## config.mk

```make
export PLATFORM = sky130hd
export DESIGN_NAME = act_rep_encoder
export DESIGN_NICKNAME = d
export VERILOG_FILES = /design/src/rtl/act_rep_encoder_pkg.sv /design/src/rtl/act_rep_encoder_rep_matrix_gen.sv /design/src/rtl/act_rep_encoder.sv
export SDC_FILE = /design/constraint.sdc
export NUM_CORES = 1
export LEC_CHECK = 0
export BUFFER_PORTS_ARGS = -buffer_cell sky130_fd_sc_hd__buf_2
export CORE_AREA = 2 2 155 112
export CTS_BUF_LIST = sky130_fd_sc_hd__clkbuf_2
export DETAILED_ROUTE_END_ITERATION = 7
export DIE_AREA = 0 0 157 114
export PLACE_DENSITY = 0.63
export SLEW_MARGIN = 20
export SYNTH_ARGS = -nofsm -noshare
export SYNTH_HDL_FRONTEND = slang
export SYNTH_HIERARCHICAL = 1
export SYNTH_SLANG_ARGS = --single-unit
```

## constraint.sdc

```tcl
create_clock -name clk -period 5.2 [get_ports clk]
set_input_delay 0 -clock clk [delete_from_list [all_inputs] [get_ports clk]]
set_output_delay 0 -clock clk [all_outputs]
set_load 0.03 [all_outputs]
```

## src/rtl/act_rep_encoder_pkg.sv

```systemverilog
// -----------------------------------------------------------------------------
// act_rep_encoder_pkg
// Shared definitions for the activation repetition encoder and its consumer
// (MUL_BATCH). Both sides use these so that they agree on the rep_info bit
// ordering and on the packed data_out layout.
//   - DEF_* : default geometry of the activation stream
//   - rep_bit_idx()  : bit of rep_info meaning "value c is served by rep r"
//   - values_lsb() / rep_info_lsb() : field offsets inside data_out
// -----------------------------------------------------------------------------
package act_rep_encoder_pkg;

    localparam int DEF_DATA_WIDTH    = 8;
    localparam int DEF_GROUP_SIZE    = 4;
    localparam int DEF_LOG_MAX_SAVED = 32;

    // rep_info is a row-major GROUP_SIZE x GROUP_SIZE matrix: row = representative,
    // column = served value.
    function automatic int rep_bit_idx(input int r, input int c, input int group_size);
        return r * group_size + c;
    endfunction

    // Values occupy the low bits of data_out.
    function automatic int values_lsb();
        return 0;
    endfunction

    // rep_info sits directly above the packed values.
    function automatic int rep_info_lsb(input int group_size, input int data_width);
        return group_size * data_width;
    endfunction

endpackage

```

## src/rtl/act_rep_encoder_rep_matrix_gen.sv

```systemverilog
// -----------------------------------------------------------------------------
// rep_matrix_gen
// Purely combinational repetition-matrix generator for one activation group.
//   values     in  GROUP_SIZE*DATA_WIDTH  value k at [k*DATA_WIDTH +: DATA_WIDTH]
//   rep_enable in  1                      0 = identity matrix
//   rep_info   out GROUP_SIZE*GROUP_SIZE  bit r*GROUP_SIZE+c: value c served by r
//   rep_count  out CNT_W                  number of representatives in the group
// -----------------------------------------------------------------------------
module rep_matrix_gen
    import act_rep_encoder_pkg::*;
#(
    parameter int DATA_WIDTH = DEF_DATA_WIDTH,
    parameter int GROUP_SIZE = DEF_GROUP_SIZE,
    parameter int REP_INFO   = GROUP_SIZE * GROUP_SIZE,
    parameter int CNT_W      = $clog2(GROUP_SIZE + 1)
) (
    input  logic [GROUP_SIZE*DATA_WIDTH-1:0] values,
    input  logic                             rep_enable,
    output logic [REP_INFO-1:0]              rep_info,
    output logic [CNT_W-1:0]                 rep_count
);

    // First-occurrence mask: index holds a value not seen at any lower index.
    logic [GROUP_SIZE-1:0] is_rep;

    always_comb begin
        // NOTE: every output of a combinational block gets a default first, so
        // no path through the loops can leave a signal unassigned (no latch).
        rep_info  = '0;
        is_rep    = '0;
        rep_count = '0;
        for (int c = 0; c < GROUP_SIZE; c++) begin
            logic found;
            logic eq;
            found = 1'b0;
            // Scan upward from index 0: the first matching index is the
            // representative. r == c always matches, so every column gets
            // exactly one bit.
            for (int r = 0; r <= c; r++) begin
                if (rep_enable)
                    eq = (values[r*DATA_WIDTH +: DATA_WIDTH] == values[c*DATA_WIDTH +: DATA_WIDTH]);
                else
                    eq = (r == c);
                if (!found && eq) begin
                    rep_info[rep_bit_idx(r, c, GROUP_SIZE)] = 1'b1;
                    found = 1'b1;
                end
            end
            is_rep[c] = rep_info[rep_bit_idx(c, c, GROUP_SIZE)];
        end
        for (int k = 0; k < GROUP_SIZE; k++)
            rep_count = rep_count + CNT_W'(is_rep[k]);
    end

endmodule

```

## src/rtl/act_rep_encoder.sv

```systemverilog
// -----------------------------------------------------------------------------
// act_rep_encoder
// Producer-side encoder for the MUL_BATCH activation stream. Two-stage
// pipeline: S1 holds raw values, S2 holds values + rep_info + rep count.
// Keeps a running count of multiplications saved by repetition sharing.
//   clk         in  clock, rising edge
//   rst         in  synchronous active-low reset
//   configure   in  clears saved_count when the pipeline is empty
//   rep_enable  in  1 = detect repetitions, 0 = identity matrix
//   data_in     in  GROUP_SIZE activations
//   valid_in    in  data_in valid
//   avail_out   out can accept a group this cycle
//   data_out    out {rep_info, values}
//   valid_out   out data_out valid
//   avail_in    in  downstream can accept
//   saved_count out non-representatives emitted since last clear
// -----------------------------------------------------------------------------
module act_rep_encoder
    import act_rep_encoder_pkg::*;
#(
    parameter int DATA_WIDTH    = DEF_DATA_WIDTH,
    parameter int GROUP_SIZE    = DEF_GROUP_SIZE,
    parameter int REP_INFO      = GROUP_SIZE * GROUP_SIZE,
    parameter int LOG_MAX_SAVED = DEF_LOG_MAX_SAVED
) (
    input  logic                                  clk,
    input  logic                                  rst,
    input  logic                                  configure,
    input  logic                                  rep_enable,
    input  logic [GROUP_SIZE*DATA_WIDTH-1:0]      data_in,
    input  logic                                  valid_in,
    output logic                                  avail_out,
    output logic [GROUP_SIZE*DATA_WIDTH+REP_INFO-1:0] data_out,
    output logic                                  valid_out,
    input  logic                                  avail_in,
    output logic [LOG_MAX_SAVED-1:0]              saved_count
);

    localparam int VAL_W   = GROUP_SIZE * DATA_WIDTH;
    localparam int CNT_W   = $clog2(GROUP_SIZE + 1);
    localparam int VAL_LSB = values_lsb();
    localparam int REP_LSB = rep_info_lsb(GROUP_SIZE, DATA_WIDTH);

    logic                 s1_valid;
    logic [VAL_W-1:0]     s1_data;
    logic                 s2_valid;
    logic [VAL_W-1:0]     s2_data;
    logic [REP_INFO-1:0]  s2_rep_info;
    logic [CNT_W-1:0]     s2_rep_count;

    logic [REP_INFO-1:0]  s1_rep_info;
    logic [CNT_W-1:0]     s1_rep_count;

    logic adv1, adv2, configure_clear, in_xfer, out_xfer;

    rep_matrix_gen #(
        .DATA_WIDTH (DATA_WIDTH),
        .GROUP_SIZE (GROUP_SIZE),
        .REP_INFO   (REP_INFO),
        .CNT_W      (CNT_W)
    ) u_rep_matrix_gen (
        .values     (s1_data),
        .rep_enable (rep_enable),
        .rep_info   (s1_rep_info),
        .rep_count  (s1_rep_count)
    );

    assign adv2            = !s2_valid || avail_in;
    assign adv1            = !s1_valid || adv2;
    assign configure_clear = configure && !s1_valid && !s2_valid;
    // rst gating keeps avail_out low while reset is held.
    assign avail_out       = adv1 && !configure_clear && rst;
    assign in_xfer         = valid_in && avail_out;
    assign out_xfer        = s2_valid && avail_in;

    assign valid_out                        = s2_valid;
    assign data_out[VAL_LSB +: VAL_W]       = s2_data;
    assign data_out[REP_LSB +: REP_INFO]    = s2_rep_info;

    always_ff @(posedge clk) begin
        if (!rst) begin
            // NOTE: data registers are reset too (not just valids) because
            // data_out has a defined reset value; the state is tiny.
            s1_valid     <= 1'b0;
            s1_data      <= '0;
            s2_valid     <= 1'b0;
            s2_data      <= '0;
            s2_rep_info  <= '0;
            s2_rep_count <= '0;
            saved_count  <= '0;
        end else begin
            // NOTE: all state updates use non-blocking assignments so every
            // register samples pre-edge values regardless of statement order.
            if (adv1) begin
                s1_valid <= in_xfer;
                if (in_xfer)
                    s1_data <= data_in;
            end
            // S2 only loads a real group; when empty it keeps its last
            // contents so data_out stays stable while stalled.
            if (adv2) begin
                s2_valid <= s1_valid;
                if (s1_valid) begin
                    s2_data      <= s1_data;
                    s2_rep_info  <= s1_rep_info;
                    s2_rep_count <= s1_rep_count;
                end
            end
            // configure_clear needs S2 empty, so it never collides with out_xfer.
            if (configure_clear)
                saved_count <= '0;
            else if (out_xfer)
                saved_count <= saved_count + LOG_MAX_SAVED'(GROUP_SIZE)
                                           - LOG_MAX_SAVED'(s2_rep_count);
        end
    end

endmodule

```

Word-level counts from Yosys, hierarchy flattened
Cells that the tools add are included.
W data, S select, Z words.
- add/sub/neg operators: 5
- equality and inequality tests: 6
- multiplexer cells: 18
- bitwise operators: 1
- reductions and logical operators: 20
- operators with widths (operator ; count):
    $eq A8 B8 Y1 ; 6
    $add A32 B3 Y32 const B ; 1
    $sub A32 B3 Y32 ; 1
    $mux W1 ; 18
    $logic_and A1 B1 Y1 ; 9
    $add A3 B1 Y3 ; 2
    $logic_not A1 Y1 ; 6
    $reduce_and A2 Y1 ; 2
    $add A1 B1 Y2 const A ; 1
    $logic_or A1 B1 Y1 ; 2
    $reduce_or A2 Y1 ; 1
    $not A1 Y1 ; 1
- bits in registers: 111
- input bits: 38
- output and inout port bits: 82
- word-level logic and storage cells: 57

Longest topological paths before layout
Gate-level depths: netlist of run 1.
- depth after elaboration: 11
- mapped depth: 14
- gate-level depth less buffers: 14

Modules after synthesis
The synthesis of run 1 kept the hierarchy.
- modules (own cells, without submodules) (module ; times used ; cells each ; area an instance (um2) ; seq. area each (um2)):
    act_rep_encoder ; 1 ; 763 ; 5929.4 ; 2342.2
    rep_matrix_gen ; 1 ; 91 ; 691.9 ; 0.0

Least setup slack after synthesis of run 1
Ideal clock, no wire load.
- path kind: reg-to-reg
- from: register saved_count[1]
- to: register saved_count[29]
- library setup time: 0.118 ns
- data arrival time: 2.877 ns
- required time: 5.082 ns
- slack: 2.204 ns
- stages on the path, launching flop included: 13
- path buffers: 0
- period minus slack after synthesis: 2.996 ns
- cells stage by stage: dfxtp_1 > ha_1 > ha_1 > fa_1 > a211oi_1 > nor2_1 > o2111ai_1 > a21oi_1 > o41ai_2 > o21bai_2 > a31oi_1 > xor2_1 > o21ai_1
- cells in the longest elaborated chain, start to end: 2
- RTL lines (item ; RTL line ; RTL):
    from (decl) ; act_rep_encoder.sv:36 ; output logic [LOG_MAX_SAVED-1:0] saved_count
    from (signal assigned) ; act_rep_encoder.sv:113 ; saved_count <= saved_count + LOG_MAX_SAVED'(GROUP_SIZE)
    $add A32 B3 Y32 ; act_rep_encoder.sv:113 ;
    $sub A32 B3 Y32 ; act_rep_encoder.sv:114 ; - LOG_MAX_SAVED'(s2_rep_count);
No other way between the ends.
A chain may end at the register's enable or synchronous reset.

Final worst setup path of run 1
- from: register s1_valid
- to: register s1_data[21]
- cells in the longest elaborated chain, start to end: 8
- elaborated cells between the ends (all ways): 9
- classes of those cells: reduce/logical: 9
- RTL lines (item ; RTL line ; RTL):
    from (decl) ; act_rep_encoder.sv:44 ; logic s1_valid;
    from (signal assigned) ; act_rep_encoder.sv:95 ; s1_valid <= in_xfer;
    $logic_not A1 Y1 * ; act_rep_encoder.sv:69, act_rep_encoder.sv:70 ;
    $logic_and A1 B1 Y1 (2 in series) ; act_rep_encoder.sv:70 ; assign configure_clear = configure && !s1_valid && !s2_valid;
    $logic_not A1 Y1 ; act_rep_encoder.sv:72 ; assign avail_out = adv1 && !configure_clear && rst;
    $logic_and A1 B1 Y1 (2 in series) ; act_rep_encoder.sv:72 ;
    $logic_and A1 B1 Y1 ; act_rep_encoder.sv:73 ; assign in_xfer = valid_in && avail_out;
    $reduce_and A2 Y1 (no source line) * ; -- ;
    to (signal assigned) ; act_rep_encoder.sv:97 ; s1_data <= data_in;
    to (decl) ; act_rep_encoder.sv:45 ; logic [VAL_W-1:0] s1_data;
Mark *: on every way between the ends. The rest lies on a longest branch, timed or not.

==> results of run 1 <==
[cell families (layout without fill, tap and decap cells)]
logic type / count (synthesis) / count (layout) / share of synthesized area (%)
xor gates and xnor gates: 71 / 71 / 9.392
AOI/OAI and AO/OA: 200 / 200 / 20.58
buffers and inverters: 90 / 287 / 5.556
muxes: 1 / 1 / 0.1701
other: 2 / 7 / 0.1134
and+or+nand+nor: 336 / 336 / 21.71
DFF: 117 / 117 / 35.37
adders and majority gates: 37 / 37 / 7.105
[cells in the mapped netlist, types with 2 or more instances]
library cell / n
a21oi_2: 2
a211oi_1: 8
inv_1: 41
nor4_1: 4
o211ai_1: 4
or3_1: 3
o21a_1: 5
nand4_1: 7
and2_1: 3
nor2_1: 25
xnor2_1: 45
o21bai_1: 4
o21ai_1: 5
conb_1: 2
dfxtp_1: 117
ha_1: 36
and3_1: 9
nor2b_1: 6
xor2_1: 26
a21boi_0: 84
nor3_1: 11
clkbuf_1: 41
o21ai_0: 12
a221oi_1: 2
a31oi_1: 6
a21o_1: 12
buf_4: 8
o2111ai_1: 2
a21oi_1: 46
nand2_1: 232
nand3_1: 24
[sequential cells by signal (all words and copies together), names as in the netlist]
name	cells
s1_data	32
s2_data	32
saved_count	32
s2_rep_info	16
s2_rep_count	3
s1_valid	1
valid_out	1
[report_power, final]
| group | total (W) | switching (W) | internal, W |
|---|---|---|---|
| registers | 0.000939 | 0.0000252 | 0.000914 |
| clock network | 0.000735 | 0.000377 | 0.000358 |
| logic | 0.000280 | 0.000145 | 0.000134 |
| total | 0.00195 | 0.000548 | 0.00141 |
[area by class of cell]
cell class	instances	area (sq um)	share of cell area [%]
Multi-Input combinational cell	652	3948	46.11
Sequential cell	117	2342	27.36
Timing Repair Buffer	214	1531	17.89
Tap cell	231	289.0	3.376
Clock inverter	15	211.5	2.470
Inverter	41	153.9	1.798
Clock buffer	17	85.08	0.9939
[worst register-to-register path, stage by stage (launching register included)]
cell,delay [ns]
dfxtp_1,0.51
nor2_1,0.07
nand2_1,0.08
and2_1,0.52
and3_1,0.26
buf_4,0.35
nand2_1,0.09
dlygate4sd3_1,0.57
a21boi_0,0.21
dlygate4sd3_1,0.59
[path summary, 6_finish.rpt]
check	from	to	slack, ns	depth (start not counted)
setup / recovery	s1_valid	s1_data[21]	1.90	9
hold / removal	valid_in	s1_data[2]	0.06	4
setup reg to reg	s1_valid	s1_data[21]	1.90	9
hold reg to reg	s2_rep_info[4]	s2_rep_info[4]	0.47	2
[layer usage]
metal  vias up  wire length, um
met4         0              257
met1      3012             9612
li1       3240                -
met3        23             1133
met2       163             7693
met5         -                0
[stage by stage]
step	hold slack [ns]	area, sq um	setup slack (ns)
global placement	0.2553	7366	2.143
CTS	0.00002276	8556	2.020
detailed placement	0.2636	7368	2.035
floorplan	0.1449	6640	2.204
global route	0.06291	8561	1.700
finish	0.06287	8561	1.902
==> qor.yml, run 1 <==
run_status:
  status: "finished clean"
clock_tree:
  post_cts_buffers: 0
  h-tree-depth: 4
  cts_resized: 0
  clockBufferDepth: 2
  cts_tree: "built"
  ctsHoldBuffers: 89
  clk_pin_slew_worst_paths_ns: 0.21
  cts.sinks: 117
  cts-root-buf: "clkbuf_2"
  clk_latency_ns: 0.71
  cts_buffers: 17
critical_path:
  crit_type: "flip-flop to flip-flop"
  crit_arrival_ns: 3.93
  required_ns: 5.83
  cp_top_family: "buffers and inverters"
  critPathBufInv: 3
  cp_cell_sequence: "nor2_1, nand2_1, and2_1, and3_1, buf_4, nand2_1, dlygate4sd3_1, a21boi_0, dlygate4sd3_1"
  critPathSlowestCell: "dlygate4sd3_1"
  critPathMaxStageDelay_ns: 0.59
  cp-start-kind: "flip-flop"
  end_kind: "flip-flop"
  path_max_fanout: 32
yosys:
  async_reset_ff_share_pct: 0
  synth_edf_count: 0
  syn_avg_cell_area_sq_um: 7.753
  yosysTopAreaCell: "dfxtp_1"
  synth-main-ff-cell: "dfxtp_1"
  synth.top_cell.area_share_pct: 35.37
  synth_cell_types: 53
  yosysWarningCount: 6
  synth_area_sq_mm: 0.006621
  synth_area_leaders: "dfxtp_1 (35%), nand2_1 (13%), a21boi_0 (9.5%)"
  syn-instance-count: 854
  ys_seq_elements: 117
  synth-seq-area-share_pct: 35.37
floorplan:
  die_y_um: 114
  die_w_um: 157
  rows: 40
  fp.dieArea_sq_mm: 0.01790
  ios: 120
  coreArea_sq_mm: 0.01657
  start_util_pct: 39.97
grt:
  grtUsageMet3_pct: 5.965
  grt_pass1_wl_mm: 30.97
  grt_use_met1_pct: 32.01
  grt_max_degree: 69
  overflow: 0
  gr-usage-met2_pct: 31.29
  grt_pass1_vias: 6177
  antenna_found_initial: 0
  grt_util_all_layers_pct: 21.88
  busiest_layer: "met1"
finish:
  layout-drive-gt1-share_pct: 16.19
  final_cell_mix: "nand2_1 (231), buf_2 (119), dfxtp_1 (117)"
  final_cells: 1287
  layout_commonest_cell: "nand2_1"
  areaGrowthSynthToFinish_pct: 29.29
  diodes: 0
  final_core_util_pct: 51.68
  nets: 1118
  fillers: 1603
timing:
  drv_slew: 0
  grt_setup_unrepaired: "false"
  setup_viol: 0
  post-route-min-period_ns: 3.298
  worst_pin_slew_ns: 0.7907
  max_freq_mhz: 303.2
  setup_tns_ns: 0
  finalCritPeriodShare_pct: 63.43
  finClkSkew_ns: 0.04248
  finalHoldViolations: 0
  slew_headroom_pct: 47.26
placement:
  dp_cells: 1166
  portBuffers: 119
  hpwl_mm: 12.59
  place_congestion: 0.8405
detailed_routing:
  avgViaCountPerCell: 5.002
  first_pass_iters: 5
  vias: 6438
  drc: 0
  drtAntennaViolNets: 0
  routedWlPerCell_um: 14.53
  dr.first_iter.drc_count: 472
  finalWirelength_mm: 18.70
power:
  vdd.ir_drop.worst_mv: 0.1368
  leakage_nw: 3.629
  power_density_mw_per_mm2: 228.2
  power.total_w: 0.001954
worst_hold_path:
  hp-class: "primary input to flip-flop"
job:
  drv_cap: 0
(Power assumes the default switching activity.)
==> inputs of run 2 (changes only) <==
Clock period 5.2 ns to 3.4 ns, I/O delays scaled along.
==> qor.yml, run 2 (same netlist as run 1, synthesis figures left out) <==
timing:
  finalHoldViolations: 0  # unchanged
  max_freq_mhz: 314.8  # was 303.2 MHz
  layout_setup_ws_ns: 0.2233  # was 1.902 ns
  drv_slew: 0  # unchanged
  finalCritPeriodShare_pct: 93.43  # was 63.43%
  slew_headroom_pct: 52.55  # was 47.26%
  finClkSkew_ns: 0.03870  # was 0.04248 ns
  grt_setup_unrepaired: "false"  # unchanged
  setup_tns_ns: 0  # unchanged
  worst_pin_slew_ns: 0.7118  # was 0.7907 ns
  post-route-min-period_ns: 3.177  # was 3.298 ns
  setup_viol: 0  # unchanged
clock_tree:
  post_cts_buffers: 0  # unchanged
  cts_buffers: 17  # unchanged
  cts_tree: "built"  # unchanged
  cts-root-buf: "clkbuf_2"  # unchanged
  clockBufferDepth: 2  # unchanged
  h-tree-depth: 4  # unchanged
  clk_pin_slew_worst_paths_ns: 0.20  # was 0.21 ns
  clk_latency_ns: 0.73  # was 0.71 ns
  cts.sinks: 117  # unchanged
worst_hold_path:
  hp-class: "primary input to flip-flop"  # unchanged
finish:
  layout-drive-gt1-share_pct: 16.16  # was 16.19%
  top_regs: "s1_data (32), s2_data (32), saved_count (32)"  # unchanged
  areaGrowthSynthToFinish_pct: 33.01  # was 29.29%
  nets: 1145  # was 1118
  layout_commonest_cell: "nand2_1"  # unchanged
  diodes: 0  # unchanged
  final_cell_mix: "nand2_1 (232), buf_2 (119), dfxtp_1 (117)"  # was nand2_1 (231), buf_2 (119), dfxtp_1 (117)
grt:
  antenna_found_initial: 0  # unchanged
  overflow: 0  # unchanged
  grt_pass1_wl_mm: 31.57  # was 30.97 mm
  grt_util_all_layers_pct: 22.19  # was 21.88%
  grt_pass1_vias: 6302  # was 6177
  grt_max_degree: 86  # was 69
power:
  leakage_nw: 3.775  # was 3.629 nW
  vdd.ir_drop.worst_mv: 0.2036  # was 0.1368 mV
  seq_power_share_pct: 48.3  # was 48.1%
  p_int_w: 0.002109  # was 0.001406 W
  netSwitchingFraction_pct: 29.17  # was 28.03%
  power_density_mw_per_mm2: 338.1  # was 228.2 mW/mm^2
  p_clk_share_pct: 36.9  # was 37.6%
  p_switching_w: 0.0008686  # was 0.0005476 W
  p_comb_share_pct: 14.9  # was 14.3%
floorplan:
  ios: 120  # unchanged
  start_util_pct: 39.97  # unchanged
  rows: 40  # unchanged
  die_w_um: 157  # unchanged
  fp.dieArea_sq_mm: 0.01790  # unchanged
  coreArea_sq_mm: 0.01657  # unchanged
  die_y_um: 114  # unchanged
run_status:
  status: "finished clean"  # unchanged
detailed_routing:
  routedWlPerCell_um: 14.38  # was 14.53 um
  met2_length_mm: 7.729  # was 7.693 mm
  finalWirelength_mm: 18.89  # was 18.70 mm
  drc: 0  # unchanged
  first_pass_iters: 5  # unchanged
  met3_length_mm: 1.298  # was 1.133 mm
  vias: 6441  # was 6438
  dr.first_iter.drc_count: 400  # was 472
  wl_met1_mm: 9.583  # was 9.612 mm
  route.top_layer_used: "met4"  # unchanged
  drtAntennaViolNets: 0  # unchanged
  avgViaCountPerCell: 4.902  # was 5.002
placement:
  hpwl_mm: 12.78  # was 12.59 mm
  dp_slack_ns: 0.2383  # was 2.035 ns
  place_congestion: 0.8449  # was 0.8405
  portBuffers: 119  # unchanged
critical_path:
  cp-start-kind: "flip-flop"  # unchanged
  path_max_fanout: 4  # was 32
  crit_arrival_ns: 3.80  # was 3.93 ns
  required_ns: 4.03  # was 5.83 ns
  crit_type: "flip-flop to flip-flop"  # unchanged
  end_kind: "flip-flop"  # unchanged
job:
  drv_cap: 0  # unchanged
-- run 2: routing by layer --
| metal | track usage [%] | vias up |
|---|---|---|
| li1 | - | 3282 |
| met1 | 31.09 | 2974 |
| met4 | 6.422 | 0 |
| met5 | 0 | - |
| met2 | 33.01 | 163 |
| met3 | 6.573 | 22 |
-- run 2: cell type report --
class,count,area (sq um)
inverter,41,153.9
fill,1553,7759
tap,231,289.0
clock inverter,15,203.9
timing repair buffer,241,1792
sequential,117,2342
multi-input combinational,652,3941
clock buffer,17,85.08
-- run 2: repair_timing --
item / 4_1_cts / 5_1_grt
endpoints found under the setup margin: 0 / 3
hold buffers: 112 / 0
hold endpoints to repair: 117 / 0
resized for setup: 0 / 1
-- run 2: per-stage QoR --
stage | cells | power (W) | cell area (sq um) | hold WS (ns) | util (%)
after CTS | 1314 | 0.002993 | 8806 | 0.2018 | 53.16
after floorplan | 859 | 0.001722 | 6640 | 0.1449 | -
final | 1314 | 0.002978 | 8807 | 0.2611 | 53.16
after global placement | 1170 | 0.001821 | 7396 | 0.2580 | 44.65
after detailed placement | 1170 | 0.001821 | 7396 | 0.2613 | 44.65
after global routing | 1314 | 0.003111 | 8807 | 0.2042 | 53.16
-- run 2: path summary, 6_finish.rpt --
path / startpoint / endpoint / slack [ns] / cells past startpoint
hold reg to reg: s2_rep_info[4] / s2_rep_info[4] / 0.47 / 2
setup reg to reg: s2_rep_count[1] / saved_count[31] / 0.22 / 13
hold / removal: avail_in / valid_out / 0.26 / 4
setup / recovery: s2_rep_count[1] / saved_count[31] / 0.22 / 13
-- run 2: power groups by stage --
| stage | Combinational, W | Sequential, W | Clock, W |
|---|---|---|---|
| after detailed placement | 0.000357 | 0.00146 | 0 |
| after CTS | 0.000436 | 0.00144 | 0.00112 |
| after global placement | 0.000358 | 0.00146 | 0 |
| after floorplan | 0.000254 | 0.00147 | 0 |
| final | 0.000443 | 0.00144 | 0.00110 |
| after global routing | 0.000490 | 0.00144 | 0.00118 |
-- run 2: worst max-delay path, cell delays in order (launching register included) --
cell	delay, ns
dfxtp_1	0.38
inv_1	0.05
ha_1	0.27
ha_1	0.23
fa_1	0.43
a211oi_1	0.26
nor2_1	0.12
o2111ai_1	0.25
a21oi_1	0.15
o41ai_2	0.33
o21bai_2	0.15
a31oi_1	0.28
a21o_1	0.16
a21oi_1	0.05
==> inputs of run 3 (changes only) <==
Settings changed: ABC_AREA set to 1, CORE_AREA 2 2 155 112 to 2 2 165 119, DIE_AREA 0 0 157 114 to 0 0 167 121, PLACE_DENSITY 0.63 to 0.62.
==> qor.yml, run 3 <==
placement:
  hpwl_mm: 17.88  # was 12.78 mm
  portBuffers: 119  # unchanged
  place_congestion: 0.9996  # was 0.8449
detailed_routing:
  finalWirelength_mm: 24.45  # was 18.89 mm
  dr.first_iter.drc_count: 726  # was 400
  first_pass_iters: 5  # unchanged
  vias: 8310  # was 6441
  routedWlPerCell_um: 14.44  # was 14.38 um
  drc: 0  # unchanged
  drtAntennaViolNets: 0  # unchanged
  avgViaCountPerCell: 4.908  # was 4.902
power:
  p_int_w: 0.002102  # was 0.002109 W
  p_switching_w: 0.001247  # was 0.0008686 W
  leakage_nw: 5.037  # was 3.775 nW
  seq_power_share_pct: 44.7  # was 48.3%
  vdd.ir_drop.worst_mv: 0.2122  # was 0.2036 mV
  p_comb_share_pct: 25.1  # was 14.9%
  p_clk_share_pct: 30.2  # was 36.9%
  power_density_mw_per_mm2: 358.1  # was 338.1 mW/mm^2
  power.total_w: 0.003349  # was 0.002978 W
  netSwitchingFraction_pct: 37.23  # was 29.17%
yosys:
  synth_area_leaders: "dfxtp_1 (31%), nand2_1 (15%), nor2_1 (12%)"  # was dfxtp_1 (35%), nand2_1 (13%), a21boi_0 (9.5%)
  synth-main-ff-cell: "dfxtp_1"  # unchanged
  syn_avg_cell_area_sq_um: 6.028  # was 7.753 sq um
  yosysMostFrequentCell: "nand2_1"  # unchanged
  synth.top_cell.area_share_pct: 31.16  # was 35.37%
  syn-instance-count: 1247  # was 854
  yosysWarningCount: 6  # unchanged
  synth_cell_types: 37  # was 53
  async_reset_ff_share_pct: 0  # unchanged
  yosysTopAreaCell: "dfxtp_1"  # unchanged
  synth_edf_count: 0  # unchanged
  synth_area_sq_mm: 0.007517  # was 0.006621 sq mm
  synth-seq-area-share_pct: 31.16  # was 35.37%
  synthTopCellsByCount: "nand2_1 (301), nor2_1 (245), inv_1 (191), dfxtp_1 (117), o21ai_0 (80)"  # was nand2_1 (232), dfxtp_1 (117), a21boi_0 (84), a21oi_1 (46), xnor2_1 (45)
  ys_seq_elements: 117  # unchanged
critical_path:
  cp-start-kind: "flip-flop"  # unchanged
  crit_arrival_ns: 3.47  # was 3.80 ns
  required_ns: 4.04  # was 4.03 ns
  worst_path_most_repeated_cell: "nor2_1"
  critPathSlowestCell: "dlygate4sd3_1"  # was fa_1
  cp_cell_sequence: "inv_2, a31oi_2, and3_4, clkinv_2, nor2_1, nor2_1, dlygate4sd3_1"  # was inv_1, ha_1, ha_1, fa_1, a211oi_1, nor2_1, o2111ai_1, a21oi_1, o41ai_2, o21bai_2, a31oi_1, a21o_1, a21oi_1
  end_kind: "flip-flop"  # unchanged
  critPathMaxStageDelay_ns: 0.55  # was 0.43 ns
  path_max_fanout: 33  # was 4
  crit_type: "flip-flop to flip-flop"  # unchanged
timing:
  finClkSkew_ns: 0.03658  # was 0.03870 ns
  finalCritPeriodShare_pct: 83.31  # was 93.43%
  slew_headroom_pct: 39.12  # was 52.55%
  post-route-min-period_ns: 2.833  # was 3.177 ns
  setup_tns_ns: 0  # unchanged
  worst_pin_slew_ns: 0.9133  # was 0.7118 ns
  finalHoldViolations: 0  # unchanged
  setup_viol: 0  # unchanged
  max_freq_mhz: 353.0  # was 314.8 MHz
  grt_setup_unrepaired: "false"  # unchanged
  drv_slew: 0  # unchanged
grt:
  overflow: 0  # unchanged
  antenna_found_initial: 1  # was 0
  grt_util_all_layers_pct: 24.31  # was 22.19%
  grt_pass1_wl_mm: 38.95  # was 31.57 mm
  grt_pass1_vias: 7341  # was 6302
  grt_max_degree: 84  # was 86
clock_tree:
  cts.sinks: 117  # unchanged
  h-tree-depth: 4  # unchanged
  clk_latency_ns: 0.73  # about the same
  cts-root-buf: "clkbuf_2"  # unchanged
  clockBufferDepth: 2  # unchanged
  cts_tree: "built"  # unchanged
  cts_buffers: 17  # unchanged
  cts_resized: 0  # unchanged
  ctsHoldBuffers: 85  # was 112
  post_cts_buffers: 0  # unchanged
  clk_pin_slew_worst_paths_ns: 0.22  # was 0.20 ns
finish:
  final_cell_mix: "nand2_1 (301), nor2_1 (245), inv_1 (191)"  # was nand2_1 (232), buf_2 (119), dfxtp_1 (117)
  fillers: 1987  # was 1553
  final_core_util_pct: 50.42  # was 53.16%
  top_regs: "s1_data (32), s2_data (32), saved_count (32)"  # unchanged
  layout_commonest_cell: "nand2_1"  # unchanged
  layout-drive-gt1-share_pct: 12.41  # was 16.16%
  nets: 1512  # was 1145
  areaGrowthSynthToFinish_pct: 24.43  # was 33.01%
floorplan:
  fp.dieArea_sq_mm: 0.02021  # was 0.01790 sq mm
  die_y_um: 121  # was 114 um
  die_w_um: 167  # was 157 um
  ios: 120  # unchanged
  rows: 42  # was 40
  start_util_pct: 40.52  # was 39.97%
  coreArea_sq_mm: 0.01855  # was 0.01657 sq mm
job:
  drv_cap: 0  # unchanged
worst_hold_path:
  hp-class: "primary input to flip-flop"  # unchanged
run_status:
  status: "finished clean"  # unchanged
-- run 3: cell types whose count changed after synthesis, sizes merged, moves of 8 or more --
cell    delta
a211oi     -8
a21boi    -85
a21o      -12
a21oi     +14
and3       -9
clkbuf    -11
inv      +165
nand2     +69
nand3     +38
nor2     +223
o21ai     +95
xnor2     -38
xor2       -8
-- run 3: metal layers --
metal | track usage (%) | wire (um) | vias up
met4 | 5.119 | 289 | 0
met1 | 38.10 | 12780 | 3742
met2 | 32.64 | 9215 | 323
met3 | 6.230 | 2171 | 21
li1 | - | - | 4224
met5 | 0 | 0 | -
-- run 3: cell type report --
type                    instances  area (sq um)  share of cell area, %
diodes                          1         2.502                0.02675
clock buffers                  17         85.08                 0.9096
clock inverters                15         168.9                  1.806
inverters                     207         778.2                  8.320
multi-input cells             885          4190                  44.80
flip-flops and latches        117          2342                  25.04
well taps                     242         302.8                  3.237
repair buffers                209          1484                  15.86
-- run 3: per-stage QoR --
step / worst slack, ns / instances / hold WS, ns / cell area [sq um]
final: 0.5673 / 1693 / 0.1912 / 9354
after global routing: 0.3454 / 1693 / 0.1483 / 9354
after CTS: 0.5643 / 1692 / 0.1090 / 9351
after detailed placement: 1.034 / 1575 / 0.2284 / 8247
after global placement: 1.022 / 1575 / 0.2251 / 8247
after floorplan: 1.094 / 1252 / 0.1349 / 7536
-- run 3: power groups by stage --
stage	clock network, W	logic (W)	registers (W)
finish	0.00101	0.000841	0.00150
CTS	0.00104	0.000825	0.00149
global route	0.00110	0.000942	0.00151
global placement	0	0.000743	0.00152
floorplan	0	0.000500	0.00155
detailed placement	0	0.000745	0.00152
-- run 3: cell families after synthesis --
family	count (synthesis)	share of synthesized area, %
fa+ha+maj	37	6.258
compound gates	185	12.68
flops	117	31.16
buf+inv	250	13.35
simple gates	631	33.54
xor+xnor	25	2.913
other cells	2	0.09990
-- run 3: final timing paths --
kind / to / slack, ns / depth (start not counted) / start
setup reg to reg: s1_data[25] / 0.57 / 7 / valid_out
setup / recovery: s1_data[25] / 0.57 / 7 / valid_out
hold reg to reg: s2_rep_count[1] / 0.48 / 2 / s2_rep_count[1]
hold / removal: s1_valid / 0.19 / 4 / rst
-- run 3: worst max-delay path: cells and delay by family (launching register included) --
family | cells | cell delay [ns]
compound gates | 1 | 0.22
buf+inv | 3 | 1.14
flops | 1 | 0.47
simple gates | 3 | 0.94
